--- config.mk ---
export PLATFORM = sky130hd
export DESIGN_NAME = inst_loader
export DESIGN_NICKNAME = d
export VERILOG_FILES = /design/src/rtl/inst_mem_pkg.sv /design/src/rtl/byte_to_word_asm.sv /design/src/rtl/inst_loader.sv
export SDC_FILE = /design/constraint.sdc
export NUM_CORES = 1
export LEC_CHECK = 0
export CORE_UTILIZATION = 45
export CTS_CLUSTER_DIAMETER = 100
export DETAILED_ROUTE_END_ITERATION = 8
export DONT_BUFFER_PORTS = 1
export GPL_TIMING_DRIVEN = 0
export SETUP_SLACK_MARGIN = 0.02
export SYNTH_ARGS = -nofsm -noshare
export SYNTH_HDL_FRONTEND = slang
export SYNTH_SLANG_ARGS = --single-unit
--- constraint.sdc ---
create_clock -name clk -period 4.25 [get_ports clk]
set_input_delay 0.6375 -clock clk [delete_from_list [all_inputs] [get_ports clk]]
set_output_delay 0.6375 -clock clk [all_outputs]
set_load 0.005 [all_outputs]
--- src/rtl/inst_mem_pkg.sv ---
// Shared definitions for the instruction-RAM loader: FSM encoding, word width,
// default RAM depth and big-endian byte-lane constants.
package inst_mem_pkg;

    localparam int INST_W     = 32;
    localparam int BYTE_W     = 8;
    localparam int NUM_LANES  = INST_W / BYTE_W;
    localparam int DEF_ADDR_W = 6;

    // First byte of a word lands in the top lane (bits 31:24), last in lane 0.
    localparam logic [1:0] LANE_FIRST = 2'd3;
    localparam logic [1:0] LANE_LAST  = 2'd0;
    localparam logic [1:0] LANE_CNT_LAST = 2'(NUM_LANES - 1);

    typedef enum logic [2:0] {
        S_IDLE,
        S_HDR,
        S_DATA,
        S_WR,
        S_CHK,
        S_FIN,
        S_ABORT
    } state_t;

endpackage

--- src/rtl/byte_to_word_asm.sv ---
// Assembles four stream bytes into one big-endian word; word_full flags the
// cycle in which the fourth byte is accepted (word is valid in that cycle).
module byte_to_word_asm
    import inst_mem_pkg::*;
(
    input  logic              clk,
    input  logic              rst,
    input  logic              clr,
    input  logic              shift_en,
    input  logic [BYTE_W-1:0] byte_in,
    output logic [INST_W-1:0] word,
    output logic              word_full
);

    logic [INST_W-BYTE_W-1:0] shreg;
    logic [1:0]               lane;

    always_ff @(posedge clk or negedge rst) begin
        if (!rst) begin
            shreg <= '0;
            lane  <= '0;
        end else if (clr) begin
            shreg <= '0;
            lane  <= '0;
        end else if (shift_en) begin
            shreg <= {shreg[INST_W-2*BYTE_W-1:0], byte_in};
            lane  <= lane + 2'd1;
        end
    end

    // The live byte completes the word, so the write can be issued without
    // waiting an extra cycle for the shift to land.
    assign word      = {shreg, byte_in};
    assign word_full = shift_en && (lane == LANE_CNT_LAST);

endmodule

--- src/rtl/inst_loader.sv ---
// Byte-stream loader: count byte N, then N big-endian words written to the
// instruction RAM while cpu_hold is high. `define LOADER_CHECKSUM_EN to require
// a trailing XOR checksum byte over the data bytes.
module inst_loader
    import inst_mem_pkg::*;
#(
    parameter int ADDR_W = DEF_ADDR_W
) (
    input  logic              clk,
    input  logic              rst,
    input  logic              load_start,
    input  logic              byte_valid,
    input  logic [7:0]        byte_data,
    output logic              byte_ready,
    output logic              we,
    output logic [ADDR_W-1:0] waddr,
    output logic [INST_W-1:0] wdata,
    output logic              cpu_hold,
    output logic              done,
    output logic              err
);

    localparam int CNT_W     = ADDR_W + 1;
    localparam int MAX_WORDS = 1 << ADDR_W;

    state_t              state;
    logic [CNT_W-1:0]    n_words;
    logic [CNT_W-1:0]    word_cnt;
    logic [CNT_W-1:0]    next_cnt;
    logic                xfer;
    logic [INST_W-1:0]   asm_word;
    logic                word_full;
`ifdef LOADER_CHECKSUM_EN
    logic [7:0]          csum;
`endif

    assign byte_ready = (state == S_HDR) || (state == S_DATA) || (state == S_CHK);
    assign xfer       = byte_valid && byte_ready;
    assign next_cnt   = word_cnt + 1'b1;

    byte_to_word_asm u_asm (
        .clk       (clk),
        .rst       (rst),
        .clr       (state == S_IDLE),
        .shift_en  (xfer && (state == S_DATA)),
        .byte_in   (byte_data),
        .word      (asm_word),
        .word_full (word_full)
    );

    always_ff @(posedge clk or negedge rst) begin
        if (!rst) begin
            state    <= S_IDLE;
            n_words  <= '0;
            word_cnt <= '0;
            we       <= 1'b0;
            waddr    <= '0;
            wdata    <= '0;
            cpu_hold <= 1'b0;
            done     <= 1'b0;
            err      <= 1'b0;
`ifdef LOADER_CHECKSUM_EN
            csum     <= '0;
`endif
        end else begin
            we   <= 1'b0;
            done <= 1'b0;
            case (state)
                S_IDLE: if (load_start) begin
                    state    <= S_HDR;
                    cpu_hold <= 1'b1;
                    err      <= 1'b0;
                    word_cnt <= '0;
`ifdef LOADER_CHECKSUM_EN
                    csum     <= '0;
`endif
                end
                S_HDR: if (xfer) begin
                    if (byte_data == 8'd0) begin
                        n_words <= '0;
`ifdef LOADER_CHECKSUM_EN
                        state   <= S_CHK;
`else
                        state   <= S_FIN;
                        done    <= 1'b1;
`endif
                    end else if (int'(byte_data) > MAX_WORDS) begin
                        state <= S_ABORT;
                        err   <= 1'b1;
                    end else begin
                        n_words  <= CNT_W'(byte_data);
                        word_cnt <= '0;
                        state    <= S_DATA;
                    end
                end
                S_DATA: if (xfer) begin
`ifdef LOADER_CHECKSUM_EN
                    csum <= csum ^ byte_data;
`endif
                    if (word_full) begin
                        we    <= 1'b1;
                        waddr <= word_cnt[ADDR_W-1:0];
                        wdata <= asm_word;
                        state <= S_WR;
                    end
                end
                S_WR: begin
                    word_cnt <= next_cnt;
                    if (next_cnt == n_words) begin
`ifdef LOADER_CHECKSUM_EN
                        state <= S_CHK;
`else
                        state <= S_FIN;
                        done  <= 1'b1;
`endif
                    end else begin
                        state <= S_DATA;
                    end
                end
`ifdef LOADER_CHECKSUM_EN
                S_CHK: if (xfer) begin
                    if (byte_data == csum) begin
                        state <= S_FIN;
                        done  <= 1'b1;
                    end else begin
                        state <= S_ABORT;
                        err   <= 1'b1;
                    end
                end
`endif
                S_FIN, S_ABORT: begin
                    cpu_hold <= 1'b0;
                    state    <= S_IDLE;
                end
                default: begin
                    cpu_hold <= 1'b0;
                    state    <= S_IDLE;
                end
            endcase
        end
    end

endmodule

======== Yosys cells after proc, flatten, opt, wreduce, memory -nomap -nowiden ========
Index checks and enable logic that the tools add are counted.
cells by class
  add/sub/neg operators ................... 2
  magnitude comparators ................... 1
  equal/unequal tests ..................... 14
  mux-type cells .......................... 33
  bitwise gates (word level) .............. 1
  reduce and logical (&&, ||, !) cells .... 17
operators with widths
  kind                                                                   count
  24-bit two-way mux                                                     2
  7-bit two-way mux                                                      6
  3-bit two-way mux                                                      7
  7-bit one-hot mux with 3 select lines                                  1
  2-bit != test (second input constant)                                  6
  3-bit one-hot mux with 4 select lines                                  1
  1-bit two-way mux                                                      11
  5-bit AND reduction                                                    2
  8-bit by 7-bit > comparator with 1-bit output (second input constant)  1
  8-bit logical NOT                                                      1
  7-bit by 1-bit adder with 7-bit output (second input constant)         1
  7-bit == test                                                          1
  3-bit by 2-bit == test with 1-bit output (second input constant)       2
  1-bit one-hot mux with 2 select lines                                  3
  3-bit AND reduction                                                    2
  2-bit two-way mux                                                      2
  2-bit by 1-bit != test with 1-bit output (second input constant)       2
  4-bit AND reduction                                                    1
  2-bit nonzero test                                                     2
  3-bit by 1-bit == test with 1-bit output (second input constant)       1
  3-bit == test (second input constant)                                  1
  1-bit logical AND                                                      3
  3-bit logical NOT                                                      1
  3-bit nonzero test                                                     1
  6 further kinds                                                        7
storage, ports and cells
  register bits after elaboration ......... 85
  output and inout port bits .............. 43
  logic and storage cells ................. 79

======== Longest topological paths before layout ========
  depth after elaboration ................. 9
  gate-level depth with buffers ........... 8

======== By module ========
A second synthesis with hierarchy kept.
unflattened totals
  cells, all modules ...................... 303
  area, all modules ....................... 3860.0 um^2
modules (own cells, without submodules)
  module            times used  cells each  area an instance (um^2)  seq. area each (um^2)
  inst_loader       1           209         2706.3                   1476.4
  byte_to_word_asm  1           94          1153.6                   650.6

======== Worst setup path after synthesis ========
OpenSTA, ideal clock, no wires.
  path type ............................... input -> register
  start ................................... input byte_valid
  end ..................................... register waddr[0]
  setup time .............................. 125 ps
  data arrival time ....................... 1947 ps
  setup slack ............................. 2179 ps
  stages .................................. 7
  buffers on the path ..................... 4
  cell sequence ........................... clkbuf_1 -> and3_1 -> buf_4 -> nand2_1 -> buf_2 -> buf_2 -> mux2_2
between the ends
  longest elaborated chain between the ends .. 4
RTL lines
  what                               line                    RTL
  start, declared                    inst_loader.sv:12       input logic byte_valid,
  1-bit logical AND (*)              inst_loader.sv:38       assign xfer = byte_valid && byte_ready;
  1-bit logical AND                  inst_loader.sv:45       .shift_en (xfer && (state == S_DATA)),
  1-bit logical AND                  byte_to_word_asm.sv:34  assign word_full = shift_en && (lane == LANE_CNT_LAST);
  3-bit AND reduction (no line) (*)  n/a
  end signal, assigned               inst_loader.sv:102      waddr <= word_cnt[ADDR_W-1:0];
  end, declared                      inst_loader.sv:16       output logic [ADDR_W-1:0] waddr,
Every way passes the cells marked *; elsewhere a longest branch is shown, timed or not.
A chain may end at the register's enable or synchronous reset.

======== Worst setup path in the final report ========
  start ................................... register word_cnt[0]
  end ..................................... register state[1]
between the ends
  longest elaborated chain between the ends .. 4
RTL lines
  what                                    line                RTL
  start, declared                         inst_loader.sv:28   logic [CNT_W-1:0] word_cnt;
  start signal, assigned                  inst_loader.sv:108  word_cnt <= next_cnt;
  7-bit by 1-bit adder with 7-bit output  inst_loader.sv:39   assign next_cnt = word_cnt + 1'b1;
  7-bit == test                           inst_loader.sv:109  if (next_cnt == n_words) begin
  3-bit two-way mux                       inst_loader.sv:109
  3-bit one-hot mux with 4 select lines   inst_loader.sv:68   case (state)
  end signal, assigned                    inst_loader.sv:70   state <= S_HDR;
  end signal, assigned                    inst_loader.sv:113  state <= S_FIN;
  end signal, assigned                    inst_loader.sv:117  state <= S_DATA;
  end, declared                           inst_loader.sv:26   state_t state;
No other way between the ends.

==> impl_results.md <==
- Status: completed
- Fmax: 0.4492 GHz
- CTS Buffer Depth: 2
- GRT Util Overall: 0.1857
- Worst hold path class: in -> async
- RSZ-0062 raised after global routing: false
- Die W: between 90 and 100 µm
- Worst setup SP type: flip-flop
- Hold slack final: 0.1777 ns
- Max Cap Viol: 0
- PortBufs: 0
- DR pass1 iterations: 5
- Crit path required time: roughly 4.5 ns
- Power after layout: 1995 µW
- Crit path max-delay family: compound AO/OA/AOI/OAI gates
- Critical path fanouts, max: 7
- Post-Synth Simple-Gate Area: 0.06681
- H-tree depth: 3
- Final wirelength: approximately 6800 µm
- TritonCTS clock tree: done
- Num Clock Sinks: 85
- Rel. slew slack: 0.6061
- Vias in the first global route: 2238
- Hpwl dp: approximately 4600 µm
- Fillers: around 660
- Least-Margin Pin Slew: 0.5869 ns
- Worst path max stage delay: 0.49 ns
- Synth Area in Compound Gates: 0.1193
- CTS root buf: clkbuf_8
- Worst Path Arrival: between 2 and 2.5 ns
- Setup TNS: 0 ns
- Placed instance count: ~360
- Largest family of logic cells by synthesized area: multiplexers
- Overflow after GRT: 0
- Final min period: roughly 2.2 ns
- Post-synthesis mux area share: 0.1479
- Antenna Cells: 0
- Seq/Total Area, Yosys: 0.6074
- Drt wl/cell: about 18 µm
- Synthesized cell area: 3502 µm²
- CP endpoint kind: flip-flop
- Largest net degree at the start of global routing: between 80 and 90
- First-pass GRT wire length: 11700 µm
- Share of cells above drive strength 1: 0.2633
- Synth Register Bits: between 80 and 90
- Most frequent cells in the layout: dfrtp_1, mux2_2, a22o_1, nand2_1, o21ai_0
- Area Overhead vs Synth: 9.754%
- Hold Fails Final Rpt: 0
- Gpl congestion: ~0.8
- Most common cell after layout, fill and taps aside: dfrtp_1
- Clk_lat worst skew: between 0.3 and 0.4 ns
- Final std cells w/o fill: between 300 and 400
- Avg Inst Size Synth: approximately 13 µm²
- Max VDD drop: around 0.22 mV
- I/O pin cnt: 55
- Critical Path, Cell by Cell: ha_1, nand2_1, or3_1, a2111oi_2, a31oi_1, o21a_1
- Post-route ant nets: 0
- Adder-Cell Fraction of Synth Area: 0.007145
- Via/cell ratio: roughly 5.7
- Period utilization: 0.5238
- Final setup violation count: 0
- Final slew viol count: 0
- CORE AREA: between 7000 and 8000 µm²
- Yosys warning count: 0
- Die ar.: between 8000 and 9000 µm²
- Pwr dens: slightly above 500 nW/µm²
- Critical path type: reg -> reg
- Starting Density: 0.4752
- Detailed Route Iter0 Violations: 80
- Initial antenna violation count: 0
- Core Rows: 31
- Clock transition at path regs: around 0.080 ns
- Synth Instances: approximately 270
- Buf/Inv on CP: 0
- Max stage delay cell, worst path: a2111oi_2
- Synthesized net count: about 280
- Distinct cells, synth: 35
- Nets: 291
- Die height: between 90 and 100 µm
- Clock skew: 0.009780 ns
- Xor and xnor area share after synthesis: 0.03001
- CTS buffer count: 9
- Residual DRC: 0
- Routed via count: between 2000 and 2500
- Leak pwr: 0.001861 µW
- Fin util: 0.5216
[worst paths after layout]
| check | start | end | slack [ns] | cells after the start |
|---|---|---|---|---|
| worst max register to register | word_cnt[0] | state[1] | 2.02 | 6 |
| worst max-delay path | word_cnt[0] | state[1] | 2.02 | 6 |
| min in group clk | byte_data[6] | u_asm.shreg[6] | 0.42 | 1 |
| max in group asynchronous | rst | cpu_hold | 3.73 | 1 |
| worst min register to register | u_asm.shreg[19] | u_asm.shreg[19] | 0.50 | 1 |
| worst min-delay path | rst | u_asm.shreg[18] | 0.18 | 1 |
[state kept, by name (all words and copies together), names as in the netlist]
| name | count |
|---|---|
| cpu_hold | 1 |
| wdata | 32 |
| done | 1 |
| n_words | 7 |
| state | 3 |
| word_cnt | 7 |
| u_asm.shreg | 24 |
| waddr | 6 |
| err | 1 |
| we | 1 |
| u_asm.lane | 2 |
[synth_stat cells, drive strengths merged]
| cell | n | area [µm²] |
|---|---|---|
| xnor2 | 7 | 61.31 |
| nand4 | 2 | 12.51 |
| o21ai | 15 | 75.07 |
| o21a | 1 | 7.510 |
| nand2b | 1 | 6.260 |
| ha | 2 | 25.02 |
| a22o | 26 | 227.7 |
| nor3 | 2 | 10.01 |
| nor2 | 10 | 40.04 |
| a21oi | 5 | 25.02 |
| a21o | 1 | 7.510 |
| or3 | 2 | 13.77 |
| inv | 4 | 15.01 |
| nor4 | 1 | 6.260 |
| nand3 | 6 | 42.54 |
| o31ai | 2 | 20.02 |
| a211oi | 1 | 7.510 |
| o211ai | 1 | 7.510 |
| buf | 7 | 37.54 |
| a2111oi | 1 | 15.01 |
| clkbuf | 6 | 22.52 |
| and3 | 3 | 18.77 |
| dfrtp | 85 | 2127 |
| mux2 | 46 | 518.0 |
| or3b | 1 | 8.760 |
| nand2 | 16 | 60.06 |
| nand3b | 2 | 15.01 |
| xor2 | 5 | 43.79 |
| a31oi | 4 | 25.02 |
[layout make-up]
| type | instances | area (µm²) | area share |
|---|---|---|---|
| multi-input combinational | 163 | 1300 | 0.3382 |
| buffer | 13 | 60.06 | 0.01562 |
| inverter | 4 | 15.01 | 0.003906 |
| clock inverter | 4 | 48.80 | 0.01270 |
| tap | 99 | 123.9 | 0.03223 |
| clock buffer | 11 | 141.4 | 0.03678 |
| timing repair buffer | 1 | 27.53 | 0.007161 |
| sequential | 85 | 2127 | 0.5534 |
[through the flow]
| step | worst slack (ns) | area [µm²] |
|---|---|---|
| floorplan | 2.179 | 3502 |
| global placement | 1.898 | 3626 |
| detailed placement | 1.858 | 3626 |
| CTS | 2.055 | 3844 |
| global route | 1.893 | 3844 |
| finish | 2.024 | 3844 |
[metal layers]
metal | GRT usage | vias to the layer above | wire, µm
met1 | 0.2682 | 1088 | 3453
met5 | 0 | - | 0
met3 | 0.04484 | 12 | 362
met2 | 0.2621 | 70 | 2859
met4 | 0.08871 | 0 | 132
li1 | - | 987 | -
[logic make-up after synthesis]
kind of cell,Yosys count
AO/OA/AOI/OAI,57
adder cells (fa/ha/maj),2
XOR/XNOR,12
flip-flops,85
multiplexers,46
buffers and inverters,17
AND/OR/NAND/NOR,46
[power by group]
group | total [µW] | switching (µW) | internal, µW
clock network | 559 | 275 | 284
logic | 451 | 268 | 183
registers | 985 | 83.4 | 902
total | 1990 | 626 | 1370
[what timing repair did]
item / in CTS / in global routing
setup buffers: 0 / 0
hold endpoints to repair: 85 / 0
hold buffers: 1 / 0
gates resized for setup: 0 / 0
Note: power is estimated with default switching activity, not from simulation.
